**config.mk**
```make
export PLATFORM = sky130hd
export DESIGN_NAME = vga_timing_gen
export DESIGN_NICKNAME = d
export VERILOG_FILES = /design/src/rtl/vga_pkg.sv /design/src/rtl/vga_axis_counter.sv /design/src/rtl/vga_timing_gen.sv
export SDC_FILE = /design/constraint.sdc
export NUM_CORES = 1
export LEC_CHECK = 0
export CELL_PAD_IN_SITES_DETAIL_PLACEMENT = 0
export CELL_PAD_IN_SITES_GLOBAL_PLACEMENT = 1
export CORE_ASPECT_RATIO = 0.6
export CORE_MARGIN = 2
export CORE_UTILIZATION = 37
export CTS_BUF_LIST = sky130_fd_sc_hd__clkbuf_16
export CTS_CLUSTER_DIAMETER = 40
export DETAILED_ROUTE_END_ITERATION = 16
export GPL_ROUTABILITY_DRIVEN = 0
export MAX_ROUTING_LAYER = met4
export PLACE_DENSITY_LB_ADDON = 0.1
export SETUP_SLACK_MARGIN = 0.2
export SKIP_CTS_REPAIR_TIMING = 1
export SYNTH_ARGS = -nofsm -noshare
export SYNTH_HDL_FRONTEND = slang
export SYNTH_SLANG_ARGS = --single-unit
```
**constraint.sdc**
```tcl
create_clock -name clk -period 3.15 [get_ports clk]
set_input_delay 0.7875 -clock clk [delete_from_list [all_inputs] [get_ports clk]]
set_output_delay 0.7875 -clock clk [all_outputs]
set_load 0.02 [all_outputs]
```
**src/rtl/vga_pkg.sv**
```systemverilog
// Raster timing constants for 1024x768 @ 60 Hz, 65 MHz pixel clock.
package vga_pkg;

  localparam int HL_TOTAL_TIME  = 1344;
  localparam int HL_BLANK_START = 1024;
  localparam int HL_SYNC_START  = 1048;
  localparam int HL_SYNC_END    = 1184;

  localparam int VL_TOTAL_TIME  = 806;
  localparam int VL_BLANK_START = 768;
  localparam int VL_SYNC_START  = 771;
  localparam int VL_SYNC_END    = 777;

  localparam int HCOUNT_W    = 11;
  localparam int VCOUNT_W    = 11;
  localparam int FRAME_W_DEF = 16;

endpackage

```
**src/rtl/vga_axis_counter.sv**
```systemverilog
// One raster axis: wrapping position counter plus registered blank/sync flags.
// Flags are derived from the next count so they stay aligned with count.
module vga_axis_counter #(
  parameter int TOTAL  = 1344,
  parameter int BLNK   = 1024,
  parameter int SYNC_S = 1048,
  parameter int SYNC_E = 1184,
  parameter int W      = 11
) (
  input  logic         clk,
  input  logic         rst,
  input  logic         inc,
  output logic [W-1:0] count,
  output logic         blnk,
  output logic         sync,
  output logic         wrap
);

  if (!(BLNK < SYNC_S && SYNC_S < SYNC_E && SYNC_E <= TOTAL &&
        TOTAL <= 2048 && TOTAL <= (1 << W))) begin : g_bad_params
    $error("vga_axis_counter: illegal timing parameters");
  end

  localparam logic [W-1:0] LAST_C   = W'(TOTAL - 1);
  localparam logic [W-1:0] BLNK_C   = W'(BLNK);
  localparam logic [W-1:0] SYNC_S_C = W'(SYNC_S);
  localparam logic [W-1:0] SYNC_E_C = W'(SYNC_E);

  logic [W-1:0] count_q, count_d;
  logic         blnk_q, sync_q;

  assign wrap = inc && (count_q == LAST_C);

  // Next position: hold, increment, or wrap to zero at the end of the axis.
  always_comb begin
    count_d = count_q;
    if (inc) count_d = wrap ? '0 : count_q + W'(1);
  end

  // Counter and flags update on the same edge from the next position.
  always_ff @(posedge clk) begin
    if (rst) begin
      count_q <= '0;
      blnk_q  <= 1'b0;
      sync_q  <= 1'b0;
    end else begin
      count_q <= count_d;
      blnk_q  <= (count_d >= BLNK_C);
      sync_q  <= (count_d >= SYNC_S_C) && (count_d < SYNC_E_C);
    end
  end

  assign count = count_q;
  assign blnk  = blnk_q;
  assign sync  = sync_q;

endmodule

```
**src/rtl/vga_timing_gen.sv**
```systemverilog
// Free-running raster timing generator: h/v counters, blank and sync flags,
// start-of-frame pulse and completed-frame counter. All outputs registered.
module vga_timing_gen
  import vga_pkg::*;
#(
  parameter int HL_TOTAL  = HL_TOTAL_TIME,
  parameter int HL_BLNK   = HL_BLANK_START,
  parameter int HL_SYNC_S = HL_SYNC_START,
  parameter int HL_SYNC_E = HL_SYNC_END,
  parameter int VL_TOTAL  = VL_TOTAL_TIME,
  parameter int VL_BLNK   = VL_BLANK_START,
  parameter int VL_SYNC_S = VL_SYNC_START,
  parameter int VL_SYNC_E = VL_SYNC_END,
  parameter int FRAME_W   = FRAME_W_DEF
) (
  input  logic                clk,
  input  logic                rst,
  input  logic                en,
  output logic [HCOUNT_W-1:0] hcount,
  output logic [VCOUNT_W-1:0] vcount,
  output logic                hblnk,
  output logic                vblnk,
  output logic                hsync,
  output logic                vsync,
  output logic                sof,
  output logic [FRAME_W-1:0]  frame_cnt
);

  logic h_wrap, v_wrap;
  logic sof_q;
  logic [FRAME_W-1:0] frame_q, frame_d;

  vga_axis_counter #(
    .TOTAL(HL_TOTAL), .BLNK(HL_BLNK), .SYNC_S(HL_SYNC_S), .SYNC_E(HL_SYNC_E),
    .W(HCOUNT_W)
  ) u_h (
    .clk(clk), .rst(rst), .inc(en),
    .count(hcount), .blnk(hblnk), .sync(hsync), .wrap(h_wrap)
  );

  // Vertical axis steps once per horizontal wrap; its wrap is the frame wrap.
  vga_axis_counter #(
    .TOTAL(VL_TOTAL), .BLNK(VL_BLNK), .SYNC_S(VL_SYNC_S), .SYNC_E(VL_SYNC_E),
    .W(VCOUNT_W)
  ) u_v (
    .clk(clk), .rst(rst), .inc(h_wrap),
    .count(vcount), .blnk(vblnk), .sync(vsync), .wrap(v_wrap)
  );

  // Frame counter advances on frame wrap, modulo 2^FRAME_W.
  always_comb begin
    frame_d = frame_q;
    if (v_wrap) frame_d = frame_q + FRAME_W'(1);
  end

  // sof only changes on enabled edges so en-qualified consumers see one pulse.
  always_ff @(posedge clk) begin
    if (rst) begin
      sof_q   <= 1'b0;
      frame_q <= '0;
    end else begin
      if (en) sof_q <= v_wrap;
      frame_q <= frame_d;
    end
  end

  assign sof       = sof_q;
  assign frame_cnt = frame_q;

endmodule

```
==> Word-level counts from Yosys, hierarchy flattened <==
Index checks and enable logic that the tools add are counted.
{ "classes": {"eq_ne": 2, "reduce_logical": 4, "mux": 4, "n_div": 0, "n_shift": 0, "n_lt_le_gt_ge": 6, "addsub": 3, "n_bitwise": 0, "n_mul": 0} }
{ "ops": {"columns": ["op", "count"], "rows": [
  ["2-to-1 mux 11 bit", 4],
  ["adder 11 x 1 -> 11 bit, second input constant", 2],
  [">= comparator 11 x 10 -> 1 bit, second input constant", 2],
  [">= comparator 11 bit, second input constant", 2],
  ["adder 16 x 1 -> 16 bit, second input constant", 1],
  ["equality test 11 x 10 -> 1 bit, second input constant", 1],
  ["equality test 11 bit, second input constant", 1],
  ["< comparator 11 x 10 -> 1 bit, second input constant", 1],
  ["< comparator 11 bit, second input constant", 1],
  ["logical AND 1 bit", 4]
]} }
{ "totals": {"mem_count": 0, "romBits": 0, "wordCells": 27, "latchBits": 0, "ram_bits": 0, "out_inout_bits": 43, "regBits": 43, "input_bits": 3} }

==> Depth between registers and ports, before layout <==
{ "depth": {"depth_word": 7, "ltp_mapped": 9, "depth_no_buf": 8} }

==> Modules after synthesis <==
From an unflattened synthesis, not the netlist that was laid out.
{ "unflattened": {"hier_cells": 265, "area_unflattened_um2": 2333.5} }
{ "modules_own_cells": {"columns": ["mod", "instances", "cells_each", "area_each_um2", "seq_area_each_um2"], "rows": [
  ["vga_axis_counter at u_v", 1, 98, 812.0, 260.2],
  ["vga_timing_gen", 1, 87, 802.0, 340.3],
  ["vga_axis_counter at u_h", 1, 80, 719.4, 240.2]
]} }

==> Worst setup path after synthesis <==
OpenSTA, ideal clock, no wires.
{ "synth_timing": {"path_type": "reg2reg", "from": "reg u_h.count_q[0], in the netlist u_h.count[0]", "to": "reg u_v.sync_q, in the netlist u_v.sync", "arrival_time_ps": 2521, "stages_incl_launch_ff": 8, "setup_time_ps": 88, "slack_ps": 541, "required_time_ps": 3062, "synth_period_minus_slack_ps": 2609, "path_buffers": 0, "path_cell_list": "dfxtp_1 -> ha_1 -> nand4_4 -> or4_4 -> or4_1 -> xor2_1 -> o311ai_1 -> nor4_2"} }
{ "synth_via": {"elab_chain_len": 7, "elab_cells_between_ends": 8, "classes_between": "order compare: 2; eq/ne: 1; mux: 2; reduce/logical: 3"} }
{ "synth_rtl": {"columns": ["element", "line", "source"], "rows": [
  ["start, declared", "vga_axis_counter.sv:29", "logic [W-1:0] count_q, count_d;"],
  ["start signal, assigned", "vga_axis_counter.sv:47", "count_q <= count_d;"],
  ["equality test 11 bit *", "vga_axis_counter.sv:32", "assign wrap = inc && (count_q == LAST_C);"],
  ["logical AND 1 bit *", "vga_axis_counter.sv:32", null],
  ["logical AND 1 bit", "vga_axis_counter.sv:32", null],
  ["2-to-1 mux 11 bit", "vga_axis_counter.sv:37", "if (inc) count_d = wrap ? '0 : count_q + W'(1);"],
  ["2-to-1 mux 11 bit *", "vga_axis_counter.sv:37", null],
  [">= comparator 11 x 10 -> 1 bit / < comparator 11 x 10 -> 1 bit (equally long branches)", "vga_axis_counter.sv:49", "sync_q <= (count_d >= SYNC_S_C) && (count_d < SYNC_E_C);"],
  ["logical AND 1 bit *", "vga_axis_counter.sv:49", null],
  ["end signal, assigned", "vga_axis_counter.sv:49", null],
  ["end, declared", "vga_axis_counter.sv:30", "logic blnk_q, sync_q;"]
]} }
Mark *: on every way between the ends. The rest lies on a longest branch, timed or not.
A chain may end at the register's enable or synchronous reset.

==> Worst setup path after layout <==
{ "layout_timing": {"from": "in en", "to": "reg u_v.sync_q, in the netlist u_v.sync"} }
{ "layout_via": {"elab_chain_len": 6, "elab_cells_between_ends": 7, "classes_between": "order compare: 2; mux: 2; reduce/logical: 3"} }
{ "layout_rtl": {"columns": ["element", "line", "source"], "rows": [
  ["start, declared", "vga_timing_gen.sv:18", "input logic en,"],
  ["logical AND 1 bit *", "vga_axis_counter.sv:32", null],
  ["logical AND 1 bit", "vga_axis_counter.sv:32", null],
  ["2-to-1 mux 11 bit", "vga_axis_counter.sv:37", null],
  ["2-to-1 mux 11 bit *", "vga_axis_counter.sv:37", null],
  [">= comparator 11 x 10 -> 1 bit / < comparator 11 x 10 -> 1 bit (equally long branches)", "vga_axis_counter.sv:49", null],
  ["logical AND 1 bit *", "vga_axis_counter.sv:49", null]
]} }
Marks and branches as above.

==> summary.txt <==
Run status
  – Status: finished, final reports clean

Worst setup path
  – Worst setup SP type: primary input
  – WS Path Type: in -> reg
  – Crit path DAT: 3.04 ns
  – CP endpoint kind: flop
  – Data required, critical path: around 3.3 ns
  – R2R Setup Slk: around 0.64 ns
  – Critical path fanouts, max: 2

Synthesis
  – #FFs+latches synth: 43
  – XOR/XNOR Fraction of Synth Area: under 10%
  – Largest family of logic cells by synthesized area: simple AND/OR/NAND/NOR gates
  – Yosys synthesis warning count: 0
  – Post-synthesis simple-gate area fraction: between 30% and 40%
  – Synth Area in Adders: approximately 2.4%
  – Post-Syn Nets: around 250
  – Post-synthesis compound-gate area fraction: approximately a tenth
  – Multiplexer share of the synthesized area: between 1 and 1.5%
  – Syn Std Cell Area: approximately 2100 um2
  – Sequential area share after synthesis: a little over 40%
  – Mean Syn Cell Area: 8.62 um2
  – Count of cell types in the netlist: 42
  – Cell count after synthesis: 245

Pwr
  – Sw Share: 20.7%
  – Max VDD drop: approximately 0.00022 V
  – Logic pwr share: 3.5%
  – Share of power burned in registers: 51.7%
  – Switch Pwr: 221 uW
  – Clock power frac: between 40 and 50%
  – Internal power: ~850 uW
  – Cell Pwr Density: roughly 380 nW/um2
  – Pleak: 0.950 nW

Die
  – Core ar.: between 5000 and 6000 um2
  – DIE WIDTH: between 100 and 150 um
  – Die ar.: between 6000 and 7000 um2
  – Top Ports: between 40 and 50
  – Row cnt: 21
  – Effective utilization at floorplan: approximately two fifths
  – Die Y: 62.5 um

Finish
  – Most frequent cells in the layout: clkdlybuf4s50_1 (45), dfxtp_1 (43), nor2_1 (35), a21oi_1 (15), nand2_1 (14)
  – Layout cells sized above 1: a little over 9%
  – Final instance area: 2840 um2
  – Finished Layout Cells: roughly 380
  – Area Overhead vs Synth: 34.4%
  – Antenna diodes: 0
  – FILL cells: 530
  – Commonest non-fill, non-tap cell in the layout: clkdlybuf4s50_1
  – Nets: between 300 and 400

CTS
  – Worst-Skew Late Latency: roughly 0.28 ns
  – H-tree depth: 2
  – Bufs on Longest Clock Path: 2
  – Sink Count: 43
  – Clk pin slew, worst setup/hold paths: approximately 0.06 ns
  – Clk root buf: clkbuf_16
  – Num CTS Buffers: 5
  – CTS tree: yes

Placed design
  – Placed Cells: 370
  – Placement-stage cell area: approximately 2700 um2
  – HPWL Detailed: about 3700 um
  – IO Port Bufs: between 40 and 50
  – DP Worst Slack: ~0.0044 ns

Detailed routing
  – Routed len/inst: around 14 um
  – Remaining antenna violation count after routing: 0
  – Vias per cell: between 4 and 5
  – Via count: 1875
  – Drt drc: 0
  – Starting DRT DRC Count: 79
  – WL final: between 5000 and 6000 um
  – 1st-pass router iterations: 4

STA
  – Crit share post-route: around nine tenths
  – Setup-failing EPs final: 0
  – Setup WS post-layout: 0.306 ns
  – Worst Tran Pin Value: approximately 0.45 ns
  – Final Hold Vio Count: 0
  – Slew Viols, Final: 0
  – Worst Skew: 0.00314 ns
  – Final Critical Period: around 2.8 ns
  – Hold WS: between 0.5 and 0.6 ns
  – Slew HR: a little over two thirds
  – RSZ-0062 raised after global routing: false
  – Total negative slack: 0 ns
  – Fmax: about 350 MHz

Global routing
  – Initial antenna violation count: 0
  – Number of global-route vias before repair: ~1700
  – Largest net degree at the start of global routing: 31
  – Global-route wire length before repair: 8610 um
  – Gr usage total: roughly 18%
  – GRT overflow: 0

Run
  – Max-cap violations: 0

Hold path
  – Worst Hold Class: reg -> reg
power groups by stage:
stage | registers, mW | clock network (mW) | logic (mW)
2_1_floorplan | 0.567 | 0 | 0.0161
3_3_place_gp | 0.564 | 0 | 0.0386
3_5_place_dp | 0.564 | 0 | 0.0382
4_1_cts | 0.552 | 0.493 | 0.0383
5_1_grt | 0.552 | 0.522 | 0.0410
6_report | 0.552 | 0.479 | 0.0378
worst max-delay path: stages:
cell	delay, ns
clkdlybuf4s50_1	0.52
nand4_4	0.09
or4_4	0.51
or4_1	0.56
xor2_2	0.17
o311ai_1	0.13
nor4_2	0.27
final timing paths:
path / startpoint / end / depth (start not counted)
min reg2reg: frame_cnt[7]$_SDFFE_PP0P_ / frame_cnt[7]$_SDFFE_PP0P_ / 2
min: frame_cnt[7]$_SDFFE_PP0P_ / frame_cnt[7]$_SDFFE_PP0P_ / 2
max reg2reg: u_h.count[1]$_SDFF_PP0_ / u_v.sync$_SDFF_PP0_ / 7
max: en / u_v.sync$_SDFF_PP0_ / 7
cell usage after synthesis:
master,instances,area share (%)
xor2_1,13,5.4
xnor2_1,11,4.6
nor2b_1,1,0.30
nor2_1,35,6.2
o311ai_1,1,0.41
and4_1,4,1.7
and3_1,5,1.5
nand4bb_4,1,1.3
o22ai_1,2,0.59
or4_4,1,0.53
mux2i_1,2,0.95
or3_1,8,2.4
nand3_1,11,2.6
o21ai_0,12,2.8
dfxtp_1,43,41
nand4_1,10,3.0
nand4_4,1,1.0
nand2b_1,1,0.30
buf_2,1,0.24
o2111ai_1,1,0.41
a21oi_1,15,3.6
clkbuf_1,7,1.2
and2_1,5,1.5
nor3_1,11,2.6
nand4bb_1,1,0.53
nor4b_1,1,0.41
buf_6,2,1.1
a31oi_1,1,0.30
o41ai_1,1,0.41
nand2_1,14,2.5
or2_2,2,0.59
nor3_4,1,0.77
or4_1,1,0.36
mux2_2,1,0.53
a22oi_1,1,0.36
o211ai_1,1,0.36
nor4_1,1,0.30
a211oi_1,2,0.71
inv_1,6,1.1
nor4_2,2,1.2
ha_1,4,2.4
nand4b_1,1,0.41
final cells by class:
class                           instances  area (um2)  share of cell area, %
Clock buffer                            5         125                   4.41
Clock inverter                          2        8.76                  0.309
Inverter                                6        22.5                  0.793
Multi-Input combinational cell        186        1200                   42.1
Sequential cell                        43         861                   30.3
Tap cell                               80         100                   3.53
Timing Repair Buffer                   55         526                   18.5
metal layers:
metal	track usage, %	vias up	share of wire [%]
met1	29.0	835	59
met5	-	-	0
li1	-	982	-
met2	20.9	56	36
met4	4.05	0	0.41
met3	4.03	2	4.6
kinds of logic (layout without fill, tap and decap cells):
group / Yosys count / in the layout
AO/OA/AOI/OAI: 37 / 37
buffers and inverters: 16 / 68
AND/OR/NAND/NOR: 118 / 118
adder cells (fa/ha/maj): 4 / 4
XOR/XNOR: 24 / 24
multiplexers: 3 / 3
flip-flops: 43 / 43
flip-flops by register name, indices dropped and copies added, names as in the netlist:
signal     cells
u_h.sync       1
frame_cnt     16
u_v.blnk       1
u_v.count     11
u_h.blnk       1
u_h.count     11
u_v.sync       1
sof            1
through the flow:
step | total power, mW | util [%]
2_1_floorplan | 0.583 | -
3_3_place_gp | 0.603 | 48.4
3_5_place_dp | 0.602 | 48.4
4_1_cts | 1.08 | 50.8
5_1_grt | 1.12 | 51.2
6_report | 1.07 | 51.2
Note: power is estimated with default switching activity, not from simulation.
